**src/rtl/rr_arbiter8_if.sv**
```systemverilog
// Request/grant bundle between requester agents and the round-robin arbiter.
// Latency: none (wires only).
// Backpressure: none; ownership is sequenced by done and the hold timeout.
interface rr_arbiter8_if;
  logic [7:0] req;
  logic       done;
  logic [7:0] grant;
  logic [2:0] grant_idx;
  logic       grant_valid;
  logic       timeout;

  // Requester side: drives requests and release, observes the grant.
  modport master (
    output req, done,
    input  grant, grant_idx, grant_valid, timeout
  );

  // Arbiter side: observes requests and release, drives the grant.
  modport slave (
    input  req, done,
    output grant, grant_idx, grant_valid, timeout
  );
endinterface

```
**src/rtl/rr_arbiter8.sv**
```systemverilog
// Round-robin arbiter: 8 requesters share one resource, grant held until done/drop/timeout.
// Latency: req sampled at an edge produces a registered grant after that same edge (1 cycle).
// Backpressure: none; one idle turnaround cycle always separates consecutive grants.
module rr_arbiter8 #(
  parameter int MAX_HOLD = 16
) (
  input  logic         clk,
  input  logic         rst,
  rr_arbiter8_if.slave bus
);

  localparam int CW_RAW = $clog2(MAX_HOLD + 1);
  localparam int CW     = (CW_RAW > 5) ? CW_RAW : 5;
  localparam logic [CW-1:0] HOLD_LAST = CW'((MAX_HOLD > 0) ? (MAX_HOLD - 1) : 0);

  typedef enum logic {IDLE, GRANT} state_t;

  state_t         state, state_nx;
  logic [2:0]     ptr, ptr_nx;
  logic [2:0]     idx, idx_nx;
  logic [7:0]     grant, grant_nx;
  logic           valid, valid_nx;
  logic           tmo, tmo_nx;
  logic [CW-1:0]  cnt, cnt_nx;

  logic [2:0]     winner;
  logic           found;
  logic [2:0]     cand;
  logic           hold_hit;
  logic           owner_req;

  // Pick the first requester at or after ptr, wrapping 7 -> 0.
  always_comb begin
    winner = 3'd0;
    found  = 1'b0;
    cand   = 3'd0;
    for (int i = 0; i < 8; i++) begin
      cand = ptr + 3'(i);
      if (!found && bus.req[cand]) begin
        winner = cand;
        found  = 1'b1;
      end
    end
  end

  // Hold limit reached on this edge (disabled when MAX_HOLD is 0).
  assign hold_hit  = (MAX_HOLD != 0) && (cnt == HOLD_LAST);
  assign owner_req = bus.req[idx];

  // Next-state and next-output logic; done beats drop beats timeout.
  always_comb begin
    state_nx = state;
    ptr_nx   = ptr;
    idx_nx   = idx;
    grant_nx = grant;
    valid_nx = valid;
    tmo_nx   = 1'b0;
    cnt_nx   = cnt;
    case (state)
      IDLE: begin
        if (found) begin
          idx_nx   = winner;
          grant_nx = 8'(1) << winner;
          valid_nx = 1'b1;
          cnt_nx   = '0;
          state_nx = GRANT;
        end
      end
      GRANT: begin
        if (bus.done || !owner_req || hold_hit) begin
          // Release: grant_idx keeps the last owner, pointer moves past it.
          state_nx = IDLE;
          grant_nx = 8'h00;
          valid_nx = 1'b0;
          ptr_nx   = idx + 3'd1;
          tmo_nx   = !bus.done && owner_req && hold_hit;
        end else begin
          cnt_nx = cnt + CW'(1);
        end
      end
      default: state_nx = IDLE;
    endcase
  end

  // State and registered outputs; synchronous reset clears everything.
  always_ff @(posedge clk) begin
    if (rst) begin
      state <= IDLE;
      ptr   <= 3'd0;
      idx   <= 3'd0;
      grant <= 8'h00;
      valid <= 1'b0;
      tmo   <= 1'b0;
      cnt   <= '0;
    end else begin
      state <= state_nx;
      ptr   <= ptr_nx;
      idx   <= idx_nx;
      grant <= grant_nx;
      valid <= valid_nx;
      tmo   <= tmo_nx;
      cnt   <= cnt_nx;
    end
  end

  assign bus.grant       = grant;
  assign bus.grant_idx   = idx;
  assign bus.grant_valid = valid;
  assign bus.timeout     = tmo;

endmodule

```
**src/flat_wrapper.sv**
```systemverilog
// flat-port wrapper written by rule: the top's interface ports become plain ports
module rr_arbiter8_flat 
#(
  parameter int MAX_HOLD = 16
)
  (clk, rst, bus_req, bus_done, bus_grant, bus_grant_idx, bus_grant_valid, bus_timeout);
  rr_arbiter8_if bus_i ();
  input  logic clk;
  input  logic rst;
  input wire logic [$bits(bus_i.req)-1:0] bus_req;
  input wire logic [$bits(bus_i.done)-1:0] bus_done;
  output wire logic [$bits(bus_i.grant)-1:0] bus_grant;
  output wire logic [$bits(bus_i.grant_idx)-1:0] bus_grant_idx;
  output wire logic [$bits(bus_i.grant_valid)-1:0] bus_grant_valid;
  output wire logic [$bits(bus_i.timeout)-1:0] bus_timeout;
  assign bus_i.req = bus_req;
  assign bus_i.done = bus_done;
  assign bus_grant = bus_i.grant;
  assign bus_grant_idx = bus_i.grant_idx;
  assign bus_grant_valid = bus_i.grant_valid;
  assign bus_timeout = bus_i.timeout;
  rr_arbiter8 #(.MAX_HOLD(MAX_HOLD)) u_core (.clk(clk), .rst(rst), .bus(bus_i));
endmodule
```
**config.mk**
```make
export PLATFORM = sky130hd
export DESIGN_NAME = rr_arbiter8_flat
export DESIGN_NICKNAME = d
export VERILOG_FILES = /design/src/rtl/rr_arbiter8_if.sv /design/src/rtl/rr_arbiter8.sv /design/src/flat_wrapper.sv
export SDC_FILE = /design/constraint.sdc
export NUM_CORES = 1
export LEC_CHECK = 0
export ABC_AREA = 0
export BUFFER_PORTS_ARGS = -buffer_cell sky130_fd_sc_hd__buf_4
export CAP_MARGIN = 15
export CORE_AREA = 3 3 61 63
export DETAILED_ROUTE_END_ITERATION = 6
export DIE_AREA = 0 0 64 66
export PLACE_DENSITY_LB_ADDON = 0.12
export RECOVER_POWER = 25
export SLEW_MARGIN = 20
export SYNTH_ARGS = -nofsm -noshare
export SYNTH_HDL_FRONTEND = slang
export SYNTH_SLANG_ARGS = --single-unit
```
**constraint.sdc**
```tcl
create_clock -name clk -period 9.31 [get_ports clk]
set_input_delay 1.3965 -clock clk [delete_from_list [all_inputs] [get_ports clk]]
set_output_delay 1.3965 -clock clk [all_outputs]
set_load 0.01 [all_outputs]
```
### Word level (Yosys, flattened, before mapping)

Cells that the tools add are included.

* flip-flop bits (word level): 22
* input bits: 11
* logic and storage cells: 103

* add/subtract/negate cells: 9
* order comparisons: 9
* eq/ne operators: 4
* shift-type cells: 1
* multiplexer cells: 46
* bitwise logic cells: 2
* reductions and logical operators: 25

Operator list (number)
* $lt 3x4->1 const B: 9
* $bmux 1 s3: 9
* $mux 3: 8
* $mux 1: 21
* $mux 8: 2
* $pmux 8 s2: 1
* $add 3x3->3 const B: 4
* $mux 5: 2
* $pmux 5 s2: 1
* $logic_and 1x1->1: 9
* $logic_not 1->1: 9
* $reduce_and 2->1: 4
* $shl 1x3->8 const A: 1
* $add 3x1->3 const B: 2
* $add 3x2->3 const B: 2
* $add 5x1->5 const B: 1
* $eq 5x4->1 const B: 1
* $ne 2x2->1 const B: 2
* $pmux 1 s2: 2
* $reduce_or 3->1: 1
* $logic_or 1x1->1: 2
* $ne 2x1->1 const B: 1
* $not 1->1: 2

### Depth between registers and ports, before layout

Gate-level depths: netlist of the first run.

* word-level depth: 27
* depth in mapped cells: 13

### Worst setup path before layout of the first run

OpenSTA, ideal clock, no wires.

* path kind: input -> register
* from: input port bus_req[3]
* to: register u_core.grant[2], in the netlist u_core.bus.grant[2]
* arrival time: 3.474 ns
* setup slack: 5.718 ns
* cell stages on the path: 8
* buffers on the path: 0
* path through: mux4_2 a221o_1 o32ai_4 nand2_4 o32a_1 nor3_1 mux2i_1 a32o_1

* cells in the longest elaborated chain, start to end: 27

RTL lines
* start: declaration: RTL line flat_wrapper.sv:10 `input wire logic [$bits(bus_i.req)-1:0] bus_req;`
* $bmux 1 s3: RTL line rr_arbiter8.sv:39 `if (!found && bus.req[cand]) begin`
* $mux 1 (implied by the code): RTL line rr_arbiter8.sv:39
* $mux 1: RTL line rr_arbiter8.sv:39
* $logic_not 1->1: RTL line rr_arbiter8.sv:39
* $logic_and 1x1->1: RTL line rr_arbiter8.sv:39
* $mux 1: RTL line rr_arbiter8.sv:39
* $logic_not 1->1: RTL line rr_arbiter8.sv:39
* $logic_and 1x1->1: RTL line rr_arbiter8.sv:39
* [11 not listed]
* $logic_and 1x1->1: RTL line rr_arbiter8.sv:39
* $mux 1: RTL line rr_arbiter8.sv:39
* $logic_not 1->1: RTL line rr_arbiter8.sv:39
* $logic_and 1x1->1: RTL line rr_arbiter8.sv:39
* $mux 3: RTL line rr_arbiter8.sv:39
* $shl 1x3->8: RTL line rr_arbiter8.sv:63 `grant_nx = 8'(1) << winner;`
* $mux 8: RTL line rr_arbiter8.sv:61 `if (found) begin`
* $pmux 8 s2: RTL line rr_arbiter8.sv:59 `case (state)`
* end signal: assignment: RTL line rr_arbiter8.sv:99 `grant <= grant_nx;`
* end: declaration: RTL line rr_arbiter8.sv:21 `logic [7:0] grant, grant_nx;`

Parallel ways exist; a longest one is shown, timed or not. The select of a mux whose other input is x is not followed.
A chain may end at the register's enable or synchronous reset.

### Final worst setup path of the first run

* from: register u_core.ptr[0]
* to: register u_core.grant[3], in the netlist u_core.bus.grant[3]

* cells in the longest elaborated chain, start to end: 27

RTL lines
* start: declaration: RTL line rr_arbiter8.sv:19 `logic [2:0] ptr, ptr_nx;`
* start signal: assignment: RTL line rr_arbiter8.sv:97 `ptr <= ptr_nx;`
* branches (longest 27 deep; another with $add 3x1->3)

Several ways; the timed one is not identified. The select of a mux whose other input is x is not followed.

==> results of run 1 <==
[final timing paths]
path                       startpoint                  end  slack [ps]  cells past startpoint
hold / removal    u_core.bus.grant[5]  u_core.bus.grant[5]         480                      1
hold reg to reg   u_core.bus.grant[5]  u_core.bus.grant[5]         480                      1
setup / recovery        u_core.ptr[0]  u_core.bus.grant[3]        5130                     10
setup reg to reg        u_core.ptr[0]  u_core.bus.grant[3]        5130                     10
[layout make-up]
cell class / count / area, sq um
Clock buffer: 3 / 22.5
Clock inverter: 1 / 30.0
Fill cell: 308 / 1300
Inverter: 7 / 26.3
Multi-Input combinational cell: 147 / 1260
Sequential cell: 22 / 440
Tap cell: 46 / 57.6
Timing Repair Buffer: 23 / 143
[routing by layer]
layer / global-route usage [%] / vias up / share of wire [%]
li1: - / 748 / -
met1: 24.2 / 747 / 42
met2: 38.3 / 34 / 53
met3: 2.89 / 12 / 3.1
met4: 9.97 / 0 / 2.2
met5: 0 / - / 0
[registers in the layout, indices dropped and copies added (netlist names)]
name and cells:
u_core.bus.timeout 1, u_core.ptr 3, u_core.bus.grant 8, u_core.state 1
u_core.bus.grant_valid 1, u_core.bus.grant_idx 3, u_core.cnt 5
[worst max-delay path, delay by kind of cell (launching register included)]
family	cells	cell delay (ps)
multiplexers	3	1180
flip-flops	1	870
AO/OA/AOI/OAI	3	770
adder cells (fa/ha/maj)	1	650
AND/OR/NAND/NOR	2	370
buffers and inverters	1	240
[cell families after synthesis]
kind of cell,Yosys count
compound gates,36
mux,33
xor+xnor,6
fa+ha+maj,5
flops,22
buf+inv,18
simple gates,67
[cells in the final DEF (no fill, tap or decap), types with 4 or more instances in the layout]
cell	count
nor2_1	25
buf_4	15
a21oi_1	9
mux4_1	4
mux2_2	5
inv_1	6
ha_1	5
mux2i_1	13
nor2b_1	5
a32o_1	8
mux4_2	7
a211oi_1	6
dfxtp_1	22
nor3_1	8
nand2_1	9
clkbuf_1	8
[report_power, final]
| part | switching, mW | internal [mW] | total, mW |
|---|---|---|---|
| Sequential | 0.0194 | 0.106 | 0.125 |
| Clock | 0.0281 | 0.0435 | 0.0716 |
| Combinational | 0.110 | 0.0932 | 0.203 |
| Total | 0.158 | 0.242 | 0.400 |
[per-stage QoR]
stage / instance area [sq um] / hold slack, ps
detailed placement: 1950 / 458
CTS: 2010 / 488
global placement: 1950 / 454
floorplan: 1790 / 456
global route: 1980 / 507
finish: 1980 / 483
==> summary.md, run 1 <==
| Metric | Value |
|---|---|
| Critical-path cell list | clkinv_1, ha_1, mux2_2, mux4_1, o32ai_4, nand2_4, o32a_1, nor3_1, mux2i_1, a32o_1 |
| DPL Wire Length | 3.23 mm |
| Gr ovfl total | 0 |
| Top cells by area, synth | dfxtp_1 25%, mux4_2 8.8%, mux2i_1 7.3% |
| Die Width | 64 um |
| Synth Warn # | 0 |
| Largest net degree at the start of global routing | 20 |
| Top-count cell post-synth | nor2_1 |
| Status | finished clean |
| Iteration-0 DRC Markers | 128 |
| Clock Latency Late Sink | 300 ps |
| All-Layer GR Usage | 21.1% |
| Main synth FF type | dfxtp_1 |
| Area grow syn2layout | 11.1% |
| Routed Antenna Nets | 0 |
| Die Height | 66 um |
| Post-layout net count | 220 |
| Area of the core | 3280 sq um |
| Cells after Synth | 187 |
| PD cells | 201 nW/um^2 |
| PostCTS Resize Cnt | 0 |
| Xor/xnor share of the synthesized area | 2.94% |
| Sequential area share after synthesis | 24.7% |
| Rows | 21 |
| Util after Layout | 60.4% |
| Hold WC Path Type | flip-flop to flip-flop |
| Final min period | 4180 ps |
| CTS clk-pin slew, worst paths | 120 ps |
| Combinational family with the most area after synthesis | multiplexers |
| Setup TNS Final | 0 ps |
| Placed insts | 245 |
| Crit-path slowest cell | dfxtp_1 |
| Via density | 6.19 |
| Avg WL per Cell | 16.7 um |
| Synth async-reset ratio | 0% |
| Tcrit/Tclk final | 44.9% |
| Via count | 1541 |
| N_diodes | 0 |
| VDD IR-drop max | 0.114 mV |
| Max-Cap Viols | 0 |
| Worst setup path class | flip-flop to flip-flop |
| Num ports | 24 |
| Crit-path max FO | 19 |
| Drt first pass iters | 4 |
| Count of cell types in the netlist | 47 |
| Worst path max stage delay | 870 ps |
| Synth top area share | 24.7% |
| Global-route wire length before repair | 7.12 mm |
| Initial Util | 54.4% |
| Netlist Area Pre-Place | 1790 sq um |
| Vias in the first global route | 1527 |
| Post-synth top cells | 25 x nor2_1, 22 x dfxtp_1, 13 x mux2i_1 |
| DRC viols | 0 |
| Syn nets | 203 |
| Root Driver | clkbuf_4 |
| Syn Area/Cell | 9.55 sq um |
| Compound-gate portion of the synthesized area | 16.4% |
| Dpl ws | 5150 ps |
| #FFs+latches synth | 22 |
| Layout cells sized above 1 | 19.7% |
| Leakage power | 0.750 nW |
| Post-CTS setup buffer count | 0 |
| Adder-cell share of the synthesized area | 3.50% |
| Final GP Congestion | 0.820 |
| Slew headroom | 45.0% |
| Number of clock buffers inserted by TritonCTS | 3 |
| Port Buf Inserts | 23 |
| Critical Path End Type | flip-flop |
| Worst Tran Pin Value | 817 ps |
| Slew Limit Fails | 0 |
| Final Non-Filler Cells | 249 |
| Hold Violations, Final | 0 |
| Final count of negative-setup-slack endpoints | 0 |
| CTS HTree Levels | 1 |
| Post-synth EDFFs | 0 |
| Mux cell area share after synthesis | 27.9% |
| Full die area | 4220 sq um |
| CTS sink count | 22 |
| Final Power | 0.400 mW |
| Initial antenna violation count | 0 |
| Max Clock Skew | 9.43 ps |
| CP Data Required Time | 9520 ps |
| Clock Tree Buf Depth | 2 |
| Critical path launch point type | flip-flop |
| Worst path arrival time | 4390 ps |
| Max Clock Freq | 239 MHz |
| RSZ-0062 raised after global routing | no |
| Top cell type by total area after synthesis | dfxtp_1 |
| # hold bufs at CTS | 0 |
| Post-Synth Simple-Gate Area | 19.7% |
| CTS tree | built |
| Routed WL | 4.16 mm |
| Final WS setup | 5130 ps |
Power figures use the tool's default switching activity.
==> inputs of run 2 (changes only) <==
Clock period 9.31 ns to 4.2 ns, I/O delays scaled along.
==> run 2 against run 1 <==
Net effect:
- routed wire length shrank 0.17%
- total power grew 120%
- sequential cell count is the same
- clock skew shrank 4.8 ps
- via count shrank 0.84%
- combinational power grew 130%
- sequential power grew 110%
- maximum frequency grew 21%
- critical path depth is the same
==> summary.md, run 2 (synthesized netlist as in run 1, its figures left out) <==
| Metric | Value |
|---|---|
| Status | finished clean |
| Tcrit/Tclk final | 82.2% (+37 points) |
| DPL Wire Length | 3.26 mm (+1.0%) |
| Global-route wire length before repair | 6.91 mm (-3.0%) |
| Post-CTS setup buffer count | 0 (unchanged) |
| VDD IR-drop max | 0.343 mV (+200%) |
| Largest register FFs | 8 (unchanged) |
| Avg WL per Cell | 16.4 um (-2.1%) |
| Die Width | 64 um (unchanged) |
| Worst setup path class | flip-flop to flip-flop |
| Rows | 21 (unchanged) |
| Area occupied by multi-input gates | 1260 sq um (-0.59%) |
| CTS sink count | 22 (unchanged) |
| CP Data Required Time | 4410 ps (-5110 ps) |
| CTS tree | built |
| HP Start | u_core.bus.grant[6] |
| Leakage power | 0.773 nW (+3.1%) |
| DRC viols | 0 (unchanged) |
| Setup TNS Final | 0 ps (unchanged) |
| CTS clk-pin slew, worst paths | 120 ps (about the same) |
| Gr ovfl total | 0 (unchanged) |
| Routed WL | 4.16 mm (-0.17%) |
| Regs by FF count | u_core.bus.grant (8), u_core.cnt (5) |
| Worst Tran Pin Value | 664 ps (-153 ps) |
| Slew Limit Fails | 0 (unchanged) |
| RR Startpoint | u_core.ptr[0] |
| Number of clock buffers inserted by TritonCTS | 3 (unchanged) |
| Worst path arrival time | 3660 ps (-730 ps) |
| Dpl ws | 805 ps (-4340 ps) |
| All-Layer GR Usage | 20.4% (-0.71 points) |
| Iteration-0 DRC Markers | 118 (-7.8%) |
| Via count | 1528 (-0.84%) |
| Slew headroom | 55.6% (+11 points) |
| Final min period | 3450 ps (-726 ps) |
| PostCTS Resize Cnt | 0 (unchanged) |
| Largest net degree at the start of global routing | 19 (-5.0%) |
| Final count of negative-setup-slack endpoints | 0 (unchanged) |
| Max Clock Skew | 4.67 ps (-4.76 ps) |
| Critical path launch point type | flip-flop |
| Vias in the first global route | 1526 (-0.065%) |
| Post-layout net count | 225 (+2.3%) |
| Max-Cap Viols | 0 (unchanged) |
| Final Non-Filler Cells | 254 (+2.0%) |
| RSZ-0062 raised after global routing | no |
| Fill count | 300 (-2.6%) |
| Initial Util | 54.4% (unchanged) |
| Root Driver | clkbuf_4 |
| Num ports | 24 (unchanged) |
| Storage cell area | 440 sq um (unchanged) |
| Hold Violations, Final | 0 (unchanged) |
| Crit-path max FO | 12 (-7) |
| Via density | 6.02 (-2.8%) |
| Initial antenna violation count | 0 (unchanged) |
| Area grow syn2layout | 12.8% |
| Hold WC Path Type | flip-flop to flip-flop |
| Max Clock Freq | 290 MHz (+21%) |
| Commonest non-fill, non-tap cell in the layout | nor2_1 |
| Critical Path End Type | flip-flop |
| Clock Tree Buf Depth | 2 (unchanged) |
| PD cells | 443 nW/um^2 (+120%) |
| Drt first pass iters | 4 (unchanged) |
| Die Height | 66 um (unchanged) |
| Placed insts | 250 (+2.0%) |
| Commonest non-fill, non-tap cells in the layout | 25 x nor2_1, 22 x dfxtp_1, 20 x buf_4 |
| Full die area | 4220 sq um (unchanged) |
| CTS HTree Levels | 1 (unchanged) |
| Port Buf Inserts | 23 (unchanged) |
| Clock Latency Late Sink | 300 ps (about the same) |
| Layout cells sized above 1 | 21.2% (+1.4 points) |
| Crit path from | u_core.ptr[0] |
| Final GP Congestion | 0.892 (+8.8%) |
| Routed Antenna Nets | 0 (unchanged) |
| Reg with most FFs | u_core.bus.grant |
| Final WS setup | 750 ps (-4380 ps) |
| Util after Layout | 61.3% (+0.91 points) |
| Area of the core | 3280 sq um (unchanged) |
| N_diodes | 0 (unchanged) |
| # hold bufs at CTS | 0 (unchanged) |
-- run 2: area by class of cell --
| type | instances | share of cell area (%) |
|---|---|---|
| inverter | 7 | 1.30 |
| clock inverter | 1 | 1.49 |
| sequential | 22 | 21.9 |
| tap | 46 | 2.86 |
| clock buffer | 3 | 1.12 |
| timing repair buffer | 28 | 8.94 |
| multi-input combinational | 147 | 62.4 |
-- run 2: report_power, final --
group          switching (mW)  total [mW]  internal, mW
logic                   0.261       0.475         0.214
clock network          0.0604       0.157        0.0964
registers              0.0263       0.260         0.234
total                   0.348       0.892         0.544
-- run 2: worst paths after layout --
path | end | slack (ps) | cells after the start
max | u_core.bus.grant[7] | 750 | 10
min | u_core.bus.grant[6] | 480 | 1
max reg2reg | u_core.bus.grant[7] | 750 | 10
min reg2reg | u_core.bus.grant[6] | 480 | 1
-- run 2: routing by layer --
layer | up-vias | global-route usage, % | routed length [um]
li1 | 754 | - | -
met1 | 724 | 24.2 | 1760
met2 | 43 | 37.7 | 2150
met3 | 7 | 1.53 | 179
met4 | 0 | 8.09 | 71
met5 | - | 0 | 0
-- run 2: through the flow --
stage	cell area, sq um	power, mW	hold slack [ps]
after floorplan	1790	0.621	456
after global placement	1990	0.729	455
after detailed placement	1990	0.741	456
after CTS	2040	0.899	484
after global routing	2010	0.951	513
final	2010	0.892	478
-- run 2: critical path: stages (launching register included) --
cell,delay (ps)
dfxtp_1,360
clkinv_1,100
ha_1,580
mux2_2,400
mux4_1,550
o32ai_4,180
nand2_4,100
o32a_1,310
nor3_1,260
mux2i_1,230
a32o_1,280
